### src/rtl/game_sequencer.sv
// Game flow sequencer: IDLE -> COUNTDOWN -> PLAY -> OVER, with a one-second
// divider shared by the countdown and the in-game seconds tick.
module game_sequencer #(
    parameter int unsigned TICK_DIV = 100000000,
    parameter int unsigned CD_SECS  = 3
) (
    input  logic        clk,
    input  logic        reset,
    input  logic        start,
    input  logic        pause,
    input  logic        hit,
    input  logic        miss,
    input  logic        time_up,
    output logic [1:0]  gamestate,
    output logic        sec_tick,
    output logic        timer_rst,
    output logic [15:0] score,
    output logic [3:0]  cd_value,
    output logic        paused
);

    localparam int unsigned      DIV_W     = $clog2(TICK_DIV);
    localparam logic [DIV_W-1:0] DIV_LAST  = DIV_W'(TICK_DIV - 1);
    localparam logic [3:0]       CD_LOAD   = 4'(CD_SECS);
    localparam logic [15:0]      SCORE_MAX = 16'd9999;

    localparam logic [1:0] S_IDLE = 2'b00;
    localparam logic [1:0] S_CD   = 2'b01;
    localparam logic [1:0] S_PLAY = 2'b10;
    localparam logic [1:0] S_OVER = 2'b11;

    logic [1:0]       state_q, state_d;
    logic [DIV_W-1:0] div_q, div_d;
    logic [15:0]      score_q, score_d;
    logic [3:0]       cd_q, cd_d;
    logic             paused_q, paused_d;
    logic             trst_q, trst_d;
    logic             run;
    logic             tick;

    // The divider freezes while paused so a resumed second keeps its partial count.
    assign run  = (state_q == S_CD) || ((state_q == S_PLAY) && !paused_q);
    assign tick = run && (div_q == DIV_LAST);

    always_comb begin
        state_d  = state_q;
        div_d    = div_q;
        score_d  = score_q;
        cd_d     = cd_q;
        paused_d = paused_q;
        trst_d   = 1'b0;

        if (run) begin
            div_d = tick ? '0 : div_q + DIV_W'(1);
        end

        case (state_q)
            S_IDLE, S_OVER: begin
                if (start) begin
                    state_d  = S_CD;
                    div_d    = '0;
                    score_d  = '0;
                    cd_d     = CD_LOAD;
                    paused_d = 1'b0;
                    trst_d   = 1'b1;
                end
            end
            S_CD: begin
                if (tick) begin
                    if (cd_q == 4'd1) begin
                        state_d  = S_PLAY;
                        cd_d     = '0;
                        paused_d = 1'b0;
                    end else begin
                        cd_d = cd_q - 4'd1;
                    end
                end
            end
            S_PLAY: begin
                if (!paused_q) begin
                    if (hit && !miss && (score_q != SCORE_MAX)) begin
                        score_d = score_q + 16'd1;
                    end else if (miss && !hit && (score_q != 16'd0)) begin
                        score_d = score_q - 16'd1;
                    end
                end
                if (pause) begin
                    paused_d = !paused_q;
                end
                if (time_up) begin
                    state_d  = S_OVER;
                    paused_d = 1'b0;
                end
            end
            default: state_d = S_IDLE;
        endcase
    end

    always_ff @(posedge clk or posedge reset) begin
        if (reset) begin
            state_q  <= S_IDLE;
            div_q    <= '0;
            score_q  <= '0;
            cd_q     <= '0;
            paused_q <= 1'b0;
            trst_q   <= 1'b0;
        end else begin
            state_q  <= state_d;
            div_q    <= div_d;
            score_q  <= score_d;
            cd_q     <= cd_d;
            paused_q <= paused_d;
            trst_q   <= trst_d;
        end
    end

    assign gamestate = state_q;
    assign sec_tick  = tick && (state_q == S_PLAY);
    assign timer_rst = trst_q;
    assign score     = score_q;
    assign cd_value  = cd_q;
    assign paused    = paused_q;

endmodule

### config.mk
export PLATFORM = sky130hd
export DESIGN_NAME = game_sequencer
export DESIGN_NICKNAME = d
export VERILOG_FILES = /design/src/rtl/game_sequencer.sv
export SDC_FILE = /design/constraint.sdc
export NUM_CORES = 1
export LEC_CHECK = 0
export ABC_AREA = 1
export BUFFER_PORTS_ARGS = -buffer_cell sky130_fd_sc_hd__buf_4
export CAP_MARGIN = 0
export CORE_UTILIZATION = 61
export DETAILED_ROUTE_END_ITERATION = 10
export PLACE_DENSITY = 0.86
export SLEW_MARGIN = 40
export SYNTH_ARGS = -nofsm -noshare
export SYNTH_HDL_FRONTEND = slang
export SYNTH_SLANG_ARGS = --single-unit
### constraint.sdc
create_clock -name clk -period 3.2 [get_ports clk]
set_clock_uncertainty 0.1 [all_clocks]
set_input_delay 0.16 -clock clk [delete_from_list [all_inputs] [get_ports clk]]
set_output_delay 0.16 -clock clk [all_outputs]
set_load 0.02 [all_outputs]
==> out/results.tsv, run 1 <==
stage	metric	value	unit
run_status	outcome	finished clean	
critical_path	rrSetupSlack	0.43	ns
critical_path	arrival	2.89	ns
global_route	grt_pass1_vias	3555	
final_layout	register_area	1280	um^2
clock_tree	post_cts_buffers	0	
critical_path	worstReg2RegEnd	score[11]	
clock_tree	cts_tree	built	
final_layout	multi_input_area	2170	um^2
power	p_int	1490	uW
die	dieHeight	81.0	um
die	start_util	63.8	%
yosys	netlist_instances	572	
critical_path	crit_required	3.32	ns
routing	drc_errors	0	
placement	io_buffers	31	
placement	hpwlAfterDp	6770	um
yosys	synth_top_area_cell	dfrtp_1	
yosys	syn-cell-area	3800	um^2
die	die_x	81.0	um
global_route	grt-ovfl-total	0	
clock_tree	insertion_delay	0.32	ns
power	p_clk_share	13.7	%
yosys	yosysUniqueCellTypes	37	
run	cap_violations	0	
min_path	hp-class	in2reg	
final_layout	layout_commonest_cell	nand2_1	
critical_path	r2r-start	score[0]	
sta	maxSlewViolCount	0	
sta	hold_viol	0	
critical_path	crit_type	reg2reg	
die	ios	32	
clock_tree	cts-buffers-inserted	5	
sta	relSlewSlack	54.6	%
clock_tree	cts_htree_levels	2	
die	dieArea	6550	um^2
min_path	holdPathStages	6	
critical_path	setup.worst_path.end_class	flip-flop	
yosys	syn-mean-instance-area	6.65	um^2
global_route	antenna_found_initial	0	
yosys	yosys_warnings	0	
placement	dpl.cell_count	676	
yosys	synthTopCellsByArea	dfrtp_1 34%, nand2_1 18%, inv_1 8.6%	
power	p_leak	0.00234	uW
routing	vias	3736	
final_layout	finalNonFillerCells	685	
power	p_comb_share	56.1	%
routing	drt_iter0_drc	300	
die	row_count	28	
global_route	grt_pass1_wl	15100	um
routing	wl	9060	um
sta	final.setup.tns	0	ns
power	ir_drop	0.664	mV
global_route	grt_usage	29.7	%
power	swShare	49.9	%
final_layout	final_nets	639	
yosys	synth_seq_cells	51	
final_layout	final_layout_size_suffix_gt1_share	10.2	%
min_path	hold_end	paused	
routing	routedWlPerCell	13.2	um
routing	viasPerCell	5.45	
final_layout	areaGrowthSynthToFinish	11.1	%
sta	finalSetupViolCount	0	
routing	ant_nets	0	
routing	first_pass_iters	5	
yosys	yosysTopAreaCellShare	33.6	%
clock_tree	cts_num_sinks	51	
yosys	syn_nets	602	
final_layout	mostFrequentLayoutCells	183 x nand2_1, 86 x inv_1, 74 x nor2_1, 51 x dfrtp_1, 36 x nand3_1	
yosys	async_flop_share	100	%
clock_tree	clockBufferDepth	2	
yosys	synth_edf_count	0	
die	coreArea	5960	um^2
yosys	synth_top_flop_cell	dfrtp_1	
power	pwr_density_cell	704	nW/um^2
critical_path	start_kind	flip-flop	
min_path	hp-start	time_up	
critical_path	reg2reg_depth	17	
clock_tree	cts_root_buffer	clkbuf_8	
placement	gp_congestion	0.899	
sta	fmax	0.361	GHz
critical_path	cp_max_fo	12	
sta	finalCritPeriodShare	86.5	%
power	p_sw	1480	uW
power	p_seq_share	30.2	%
final_layout	fillerInstances	522	
global_route	grt_max_degree	52	
yosys	seq_area_frac_synth	33.6	%
final_layout	diodes	0	
sta	tightest_slew	0.680	ns
sta	rsz0062_at_grt	no	
clock_tree	cts.clk_slew.worst_paths	0.11	ns
sta	period_needed	2.77	ns
timing repair:
action,in CTS,in global routing
hold buffers,1,0
hold endpoints to repair,51,0
endpoints found under the setup margin,0,1
gates resized for setup,0,1
flip-flops by register name, indices dropped and copies added (netlist names):
signal and count:
cd_value 4, div_q 27, gamestate 2, paused 1
score 16, timer_rst 1
how the worst max path moves through the flow:
stage                  start         to  slack, ns
floorplan           score[0]  score[14]       0.63
global route        score[0]  score[11]       0.11
finish              score[0]  score[11]       0.43
global placement    score[0]  score[15]       0.52
detailed placement  score[0]  score[11]       0.41
CTS                 score[0]  score[11]       0.33
routing by layer:
| metal | wire length [um] | GRT usage, % |
|---|---|---|
| met2 | 4240 | 50.0 |
| met5 | 0 | 0 |
| met4 | 201 | 10.5 |
| met1 | 4160 | 38.4 |
| met3 | 452 | 4.49 |
cell type report:
type / count / share of cell area [%]
clock buffers: 5 / 1.63
clock inverters: 3 / 0.533
inverters: 89 / 8.03
multi-input cells: 429 / 51.4
flip-flops and latches: 51 / 30.2
well taps: 75 / 2.22
repair buffers: 33 / 5.93
Yosys cell counts, types with 2 or more instances:
library cell / number
a211oi_1: 2
a21oi_1: 24
dfrtp_1: 51
ha_1: 22
inv_1: 87
nand2_1: 184
nand2_2: 4
nand2_4: 3
nand3_1: 36
nand3_2: 2
nand3b_1: 3
nand4_1: 11
nor2_1: 74
nor3_1: 14
o21a_1: 2
o21ai_0: 23
or2_2: 2
xnor2_1: 8
xor2_1: 2
logic make-up (layout without fill, tap and decap cells):
kind of cell / after synthesis / in the layout / synth area share [%]
AO/OA/AOI/OAI: 56 / 56 / 8.13
AND/OR/NAND/NOR: 340 / 340 / 38.9
buffers and inverters: 92 / 130 / 9.38
XOR/XNOR: 10 / 10 / 2.30
adder cells (fa/ha/maj): 23 / 23 / 7.77
flip-flops: 51 / 51 / 33.6
critical path, cell delays in order (launching register included):
cell     delay (ns)
dfrtp_1        0.51
nand2_1        0.09
inv_1          0.06
nand2_1        0.06
nor2_1         0.11
nand2_1        0.11
nand2_2        0.18
buf_4          0.24
ha_1           0.30
nand2_1        0.13
inv_1          0.05
a21oi_1        0.13
nand2_1        0.13
nand2_1        0.11
nand2_1        0.05
nand2_1        0.06
nand2_1        0.07
o21ai_0        0.17
stage by stage:
stage	utilization, %	cell area (um^2)	total power, uW	setup slack, ns	hold slack (ns)
floorplan	-	3800	2100	0.630	0.264
global placement	69.1	4120	2480	0.525	0.381
detailed placement	69.2	4120	2550	0.413	0.204
CTS	70.9	4220	2950	0.335	0.109
global route	70.9	4220	3220	0.112	0.144
finish	70.9	4220	2970	0.433	0.121
power by group through the flow:
stage,Clock [uW],Combinational [uW],Sequential [uW]
finish,409,1670,897
global route,430,1870,914
CTS,406,1650,896
detailed placement,0,1640,907
global placement,0,1580,902
floorplan,0,1120,983
Power figures use the tool's default switching activity.
==> run 2, diff against run 1 <==
--- a/config.mk
+++ b/config.mk
@@ -7,10 +7,12 @@
 export LEC_CHECK = 0
 export ABC_AREA = 1
 export BUFFER_PORTS_ARGS = -buffer_cell sky130_fd_sc_hd__buf_4
-export CAP_MARGIN = 0
+export CAP_MARGIN = 20
 export CORE_UTILIZATION = 61
 export DETAILED_ROUTE_END_ITERATION = 10
+export MAX_ROUTING_LAYER = met4
 export PLACE_DENSITY = 0.86
+export REMOVE_ABC_BUFFERS = 1
 export SLEW_MARGIN = 40
 export SYNTH_ARGS = -nofsm -noshare
 export SYNTH_HDL_FRONTEND = slang
==> out/results.tsv, run 2 (synthesized netlist as in run 1, its figures left out) <==
stage	metric	value	unit	change
clock_tree	cts_root_buffer	clkbuf_8		
final_layout	areaGrowthSynthToFinish	12.3	%	
routing	ant_nets	0		unchanged
routing	wl	8860	um	-2.2%
die	dieHeight	81.0	um	unchanged
routing	routedWlPerCell	12.9	um	-2.6%
min_path	holdPathStages	3		-3
die	coreArea	5960	um^2	unchanged
critical_path	reg2reg_depth	18		+1
final_layout	layout_commonest_cell	nand2_1		
clock_tree	cts.clk_slew.worst_paths	0.10	ns	about the same
clock_tree	cts_htree_levels	2		unchanged
die	die_x	81.0	um	unchanged
routing	drc_errors	0		unchanged
global_route	grt-ovfl-total	0		unchanged
sta	final.setup.tns	0	ns	unchanged
routing	viasPerCell	5.41		-0.73%
final_layout	final_nets	642		+0.47%
placement	gp_congestion	0.959		+6.7%
final_layout	diodes	0		unchanged
clock_tree	insertion_delay	0.31	ns	about the same
critical_path	setup.worst_path.end_class	flip-flop		
final_layout	finalNonFillerCells	688		+0.44%
sta	fmax	0.353	GHz	-2.2%
power	pwr_density_cell	718	nW/um^2	+1.9%
clock_tree	cts-buffers-inserted	5		unchanged
critical_path	crit_required	3.31	ns	about the same
sta	period_needed	2.83	ns	+0.0628 ns
final_layout	fin_util	71.7	%	+0.78 points
clock_tree	clockBufferDepth	2		unchanged
global_route	antenna_found_initial	0		unchanged
run_status	outcome	finished clean		
critical_path	cp_max_fo	15		+3
power	p_leak	0.00237	uW	+1.2%
routing	drt_iter0_drc	164		-45%
critical_path	cpMaxStageDelayCell	dfrtp_1		
sta	maxSlewViolCount	0		unchanged
clock_tree	cts_num_sinks	51		unchanged
placement	hpwlAfterDp	6730	um	-0.60%
global_route	grt_usage	30.6	%	+0.98 points
critical_path	start_kind	flip-flop		
placement	dpl.cell_count	679		+0.44%
run	cap_violations	0		unchanged
global_route	grt_pass1_wl	15100	um	about the same
die	row_count	28		unchanged
final_layout	largest_register	div_q		
critical_path	slowest_delay	0.53	ns	+0.02 ns
power	ir_drop	0.662	mV	-0.36%
sta	hold_viol	0		unchanged
placement	io_buffers	31		unchanged
global_route	grt_pass1_vias	3568		+0.37%
sta	rsz0062_at_grt	no		
die	ios	32		unchanged
clock_tree	post_cts_buffers	0		unchanged
final_layout	fillerInstances	507		-2.9%
sta	finalCritPeriodShare	88.4	%	+2.0 points
die	dieArea	6550	um^2	unchanged
final_layout	final_layout_size_suffix_gt1_share	10.4	%	+0.28 points
min_path	hp-class	in2reg		
sta	tightest_slew	0.641	ns	-0.0387 ns
critical_path	rrSetupSlack	0.37	ns	-0.06 ns
sta	relSlewSlack	57.3	%	+2.7 points
critical_path	crit_top_cell	nand2_1		
die	start_util	63.8	%	unchanged
global_route	grt_max_degree	52		unchanged
clock_tree	cts_tree	built		
sta	finalSetupViolCount	0		unchanged
routing	vias	3725		-0.29%
critical_path	arrival	2.94	ns	+0.05 ns
critical_path	path_cells	nand2_1 > inv_1 > nand2_1 > nor2_1 > nand2_1 > nand2_1 > buf_4 > ha_1 > nand3_1 > nand3_1 > nand2_1 > nand2_1 > nand3_1 > nand2_1 > nand2_1 > nand2_1 > nand2_1 > nand2_1		
final_layout	mostFrequentLayoutCells	184 x nand2_1, 86 x inv_1, 74 x nor2_1, 51 x dfrtp_1, 36 x nand3_1		
final_layout	largest_reg_flops	27		unchanged
routing	first_pass_iters	6		+1
critical_path	crit_type	reg2reg		
run 2: cell count changes in the layout (fill, tap and decap cells not counted), sizes merged:
cell    before  now
clkinv       2    1
clkbuf       5    6
buf         32   35
inv         90   89
bufinv       0    1
run 2: metal layers:
metal | GRT usage, % | vias up | routed length, um
met4 | 13.8 | 0 | 164
met5 | - | - | 0
met2 | 49.6 | 110 | 4410
met3 | 5.28 | 17 | 435
met1 | 37.4 | 1715 | 3850
li1 | - | 1883 | -
run 2: worst paths after layout:
path	start	to
max	score[0]	score[14]
min	start	timer_rst
max reg2reg	score[0]	score[14]
min reg2reg	div_q[7]	div_q[7]
max in group asynchronous	reset	score[1]
min in group asynchronous	reset	paused
run 2: power by group:
group          internal [uW]  switching, uW
Combinational            596           1100
Clock                    254            227
Sequential               757            133
run 2: cell type report:
cell class	instances	area, um^2	share of cell area [%]
Multi-Input combinational cell	429	2170	50.8
Sequential cell	51	1280	29.9
Inverter	89	339	7.94
Timing Repair Buffer	36	273	6.39
Tap cell	75	93.8	2.20
Clock buffer	6	82.6	1.93
Clock inverter	2	35.0	0.821
run 2: timing repair:
| item | 4_1_cts | 5_1_grt |
|---|---|---|
| hold endpoints to repair | 51 | 0 |
| hold buffers | 1 | 0 |
| resized for setup | 0 | 0 |
run 2: through the flow:
step	area [um^2]	total power [uW]	hold WS [ns]	worst slack, ns
floorplan	3780	2070	0.264	0.628
global placement	4140	2520	0.374	0.453
detailed placement	4140	2570	0.204	0.392
CTS	4270	3060	0.0655	0.374
global route	4270	3330	0.0730	0.0893
finish	4270	3060	0.0743	0.370
run 2: critical path: cells and delay by family (launching register included):
family / cells / cell delay (ns)
buf+inv: 2 / 0.32
simple gates: 15 / 1.45
fa+ha+maj: 1 / 0.33
flops: 1 / 0.53
==> run 3, diff against run 2 <==
--- a/config.mk
+++ b/config.mk
@@ -8,6 +8,7 @@
 export ABC_AREA = 1
 export BUFFER_PORTS_ARGS = -buffer_cell sky130_fd_sc_hd__buf_4
 export CAP_MARGIN = 20
+export CORE_MARGIN = 3
 export CORE_UTILIZATION = 61
 export DETAILED_ROUTE_END_ITERATION = 10
 export MAX_ROUTING_LAYER = met4
==> constraint.sdc (replaced) <==
create_clock -name clk -period 3 [get_ports clk]
set_clock_uncertainty 0.1 [all_clocks]
set_input_delay 0.15 -clock clk [delete_from_list [all_inputs] [get_ports clk]]
set_output_delay 0.15 -clock clk [all_outputs]
set_load 0.02 [all_outputs]
==> out/results.tsv, run 3 (synthesized netlist as in run 1, its figures left out) <==
stage	metric	value	unit	change
run_status	outcome	finished clean		
global_route	grt-ovfl-total	0		unchanged
die	coreArea	5990	um^2	+0.59%
run	cap_violations	0		unchanged
sta	final.setup.tns	0	ns	unchanged
power	p_leak	0.00235	uW	-0.88%
sta	fin_ws	0.357	ns	-0.0127 ns
final_layout	areaGrowthSynthToFinish	11.5	%	
global_route	grt_pass1_vias	3447		-3.4%
final_layout	mostFrequentLayoutCells	184 x nand2_1, 86 x inv_1, 74 x nor2_1, 51 x dfrtp_1, 36 x nand3_1		
critical_path	slowest_delay	0.49	ns	-0.04 ns
global_route	grt_usage	26.3	%	-4.3 points
power	ir_drop	0.599	mV	-9.6%
final_layout	layout_commonest_cell	nand2_1		
final_layout	final_layout_size_suffix_gt1_share	10.3	%	-0.15 points
die	start_util	63.5	%	-0.37 points
placement	pre_cts_slack	0.421	ns	+0.0285 ns
final_layout	largest_reg_flops	27		unchanged
clock_tree	clockBufferDepth	2		unchanged
global_route	grt_max_degree	52		unchanged
final_layout	diodes	0		unchanged
die	die_x	85.0	um	+4.9%
power	total_power	3160	uW	+3.2%
routing	drt_iter0_drc	230		+40%
critical_path	cp_max_fo	11		-4
routing	drc_errors	0		unchanged
critical_path	crit_required	3.08	ns	-0.23 ns
global_route	grt_pass1_wl	15200	um	+0.19%
global_route	antenna_found_initial	0		unchanged
clock_tree	cts_root_buffer	clkbuf_8		
sta	hold_viol	0		unchanged
sta	finalCritPeriodShare	88.1	%	-0.35 points
min_path	hp-class	in2reg		
power	pwr_density_cell	746	nW/um^2	+3.9%
sta	maxSlewViolCount	0		unchanged
clock_tree	cts_htree_levels	2		unchanged
sta	fmax	0.378	GHz	+7.1%
clock_tree	insertion_delay	0.32	ns	about the same
final_layout	fillerInstances	518		+2.2%
clock_tree	cts.clk_slew.worst_paths	0.11	ns	about the same
clock_tree	post_cts_buffers	0		unchanged
clock_tree	cts_num_sinks	51		unchanged
critical_path	start_kind	flip-flop		
die	dieArea	7220	um^2	+10%
placement	hpwlAfterDp	6720	um	-0.12%
routing	routedWlPerCell	12.8	um	-0.31%
sta	rsz0062_at_grt	no		
routing	first_pass_iters	5		-1
critical_path	crit_top_cell	nand2_1		
final_layout	largest_register	div_q		
routing	viasPerCell	5.35		-1.2%
die	ios	32		unchanged
die	row_count	28		unchanged
clock_tree	cts_tree	built		
placement	io_buffers	31		unchanged
routing	ant_nets	0		unchanged
critical_path	cpMaxStageDelayCell	dfrtp_1		
sta	relSlewSlack	56.4	%	-0.89 points
routing	wl	8820	um	-0.45%
sta	tightest_slew	0.654	ns	+0.0133 ns
routing	vias	3674		-1.4%
sta	finalSetupViolCount	0		unchanged
critical_path	arrival	2.73	ns	-0.21 ns
critical_path	setup.worst_path.end_class	flip-flop		
placement	gp_congestion	0.947		-1.3%
critical_path	crit_type	reg2reg		
final_layout	fin_util	70.7	%	-0.94 points
clock_tree	cts-buffers-inserted	5		unchanged
sta	period_needed	2.64	ns	-0.187 ns
final_layout	final_nets	641		-0.16%
critical_path	path_cells	nand2_1 > inv_1 > nand2_1 > nor2_1 > nand2_1 > nand2_1 > buf_4 > ha_1 > nand2_1 > nor2_1 > and2_1 > nand2_1 > nand2_1 > nand2_1 > nand3_1 > o21ai_0		
die	dieHeight	85.0	um	+4.9%
## run 3: metal layers
layer | GRT usage [%] | up-vias | routed length [um]
met2 | 43.4 | 94 | 4160
li1 | - | 1877 | -
met4 | 7.05 | 0 | 111
met3 | 4.47 | 10 | 460
met5 | - | - | 0
met1 | 33.5 | 1693 | 4090
## run 3: metrics by stage
stage                     std cells  hold slack, ns  cell area (um^2)
after floorplan                 569           0.254              3780
after global placement          678           0.276              4130
after detailed placement        678           0.281              4130
after CTS                       687           0.100              4240
after global routing            687           0.117              4240
final                           687           0.100              4240
## run 3: timing repair
action / in CTS / in global routing
endpoints found under the hold margin: 51 / 0
gates resized for setup: 0 / 0
hold buffers: 1 / 0
## run 3: worst max-delay path: cells and delay by family (launching register included)
kind,cells,cell delay [ns]
buf+inv,2,0.24
simple gates,12,1.24
compound gates,1,0.07
fa+ha+maj,1,0.37
flops,1,0.49
## run 3: cell type report
class	count	area, um^2	area share, %
multi-input cells	429	2170	51.2
clock inverters	3	27.5	0.650
clock buffers	5	68.8	1.62
repair buffers	35	265	6.26
flip-flops and latches	51	1280	30.1
inverters	89	337	7.94
well taps	75	93.8	2.21
## run 3: worst paths after layout
path                               start           to  slack, ns  depth (start not counted)
worst max-delay path            score[0]    score[13]       0.36                         16
worst min-delay path             time_up       paused       0.10                          6
worst max register to register  score[0]    score[13]       0.36                         16
worst min register to register  div_q[7]     div_q[7]       0.41                          1
min in group asynchronous          reset  cd_value[1]       0.45                          4
max in group asynchronous          reset    score[15]       1.88                          4
## run 3: power by group
part | total [uW] | internal (uW) | switching, uW
sequential | 961 | 807 | 154
clock | 448 | 174 | 274
combinational | 1750 | 612 | 1140
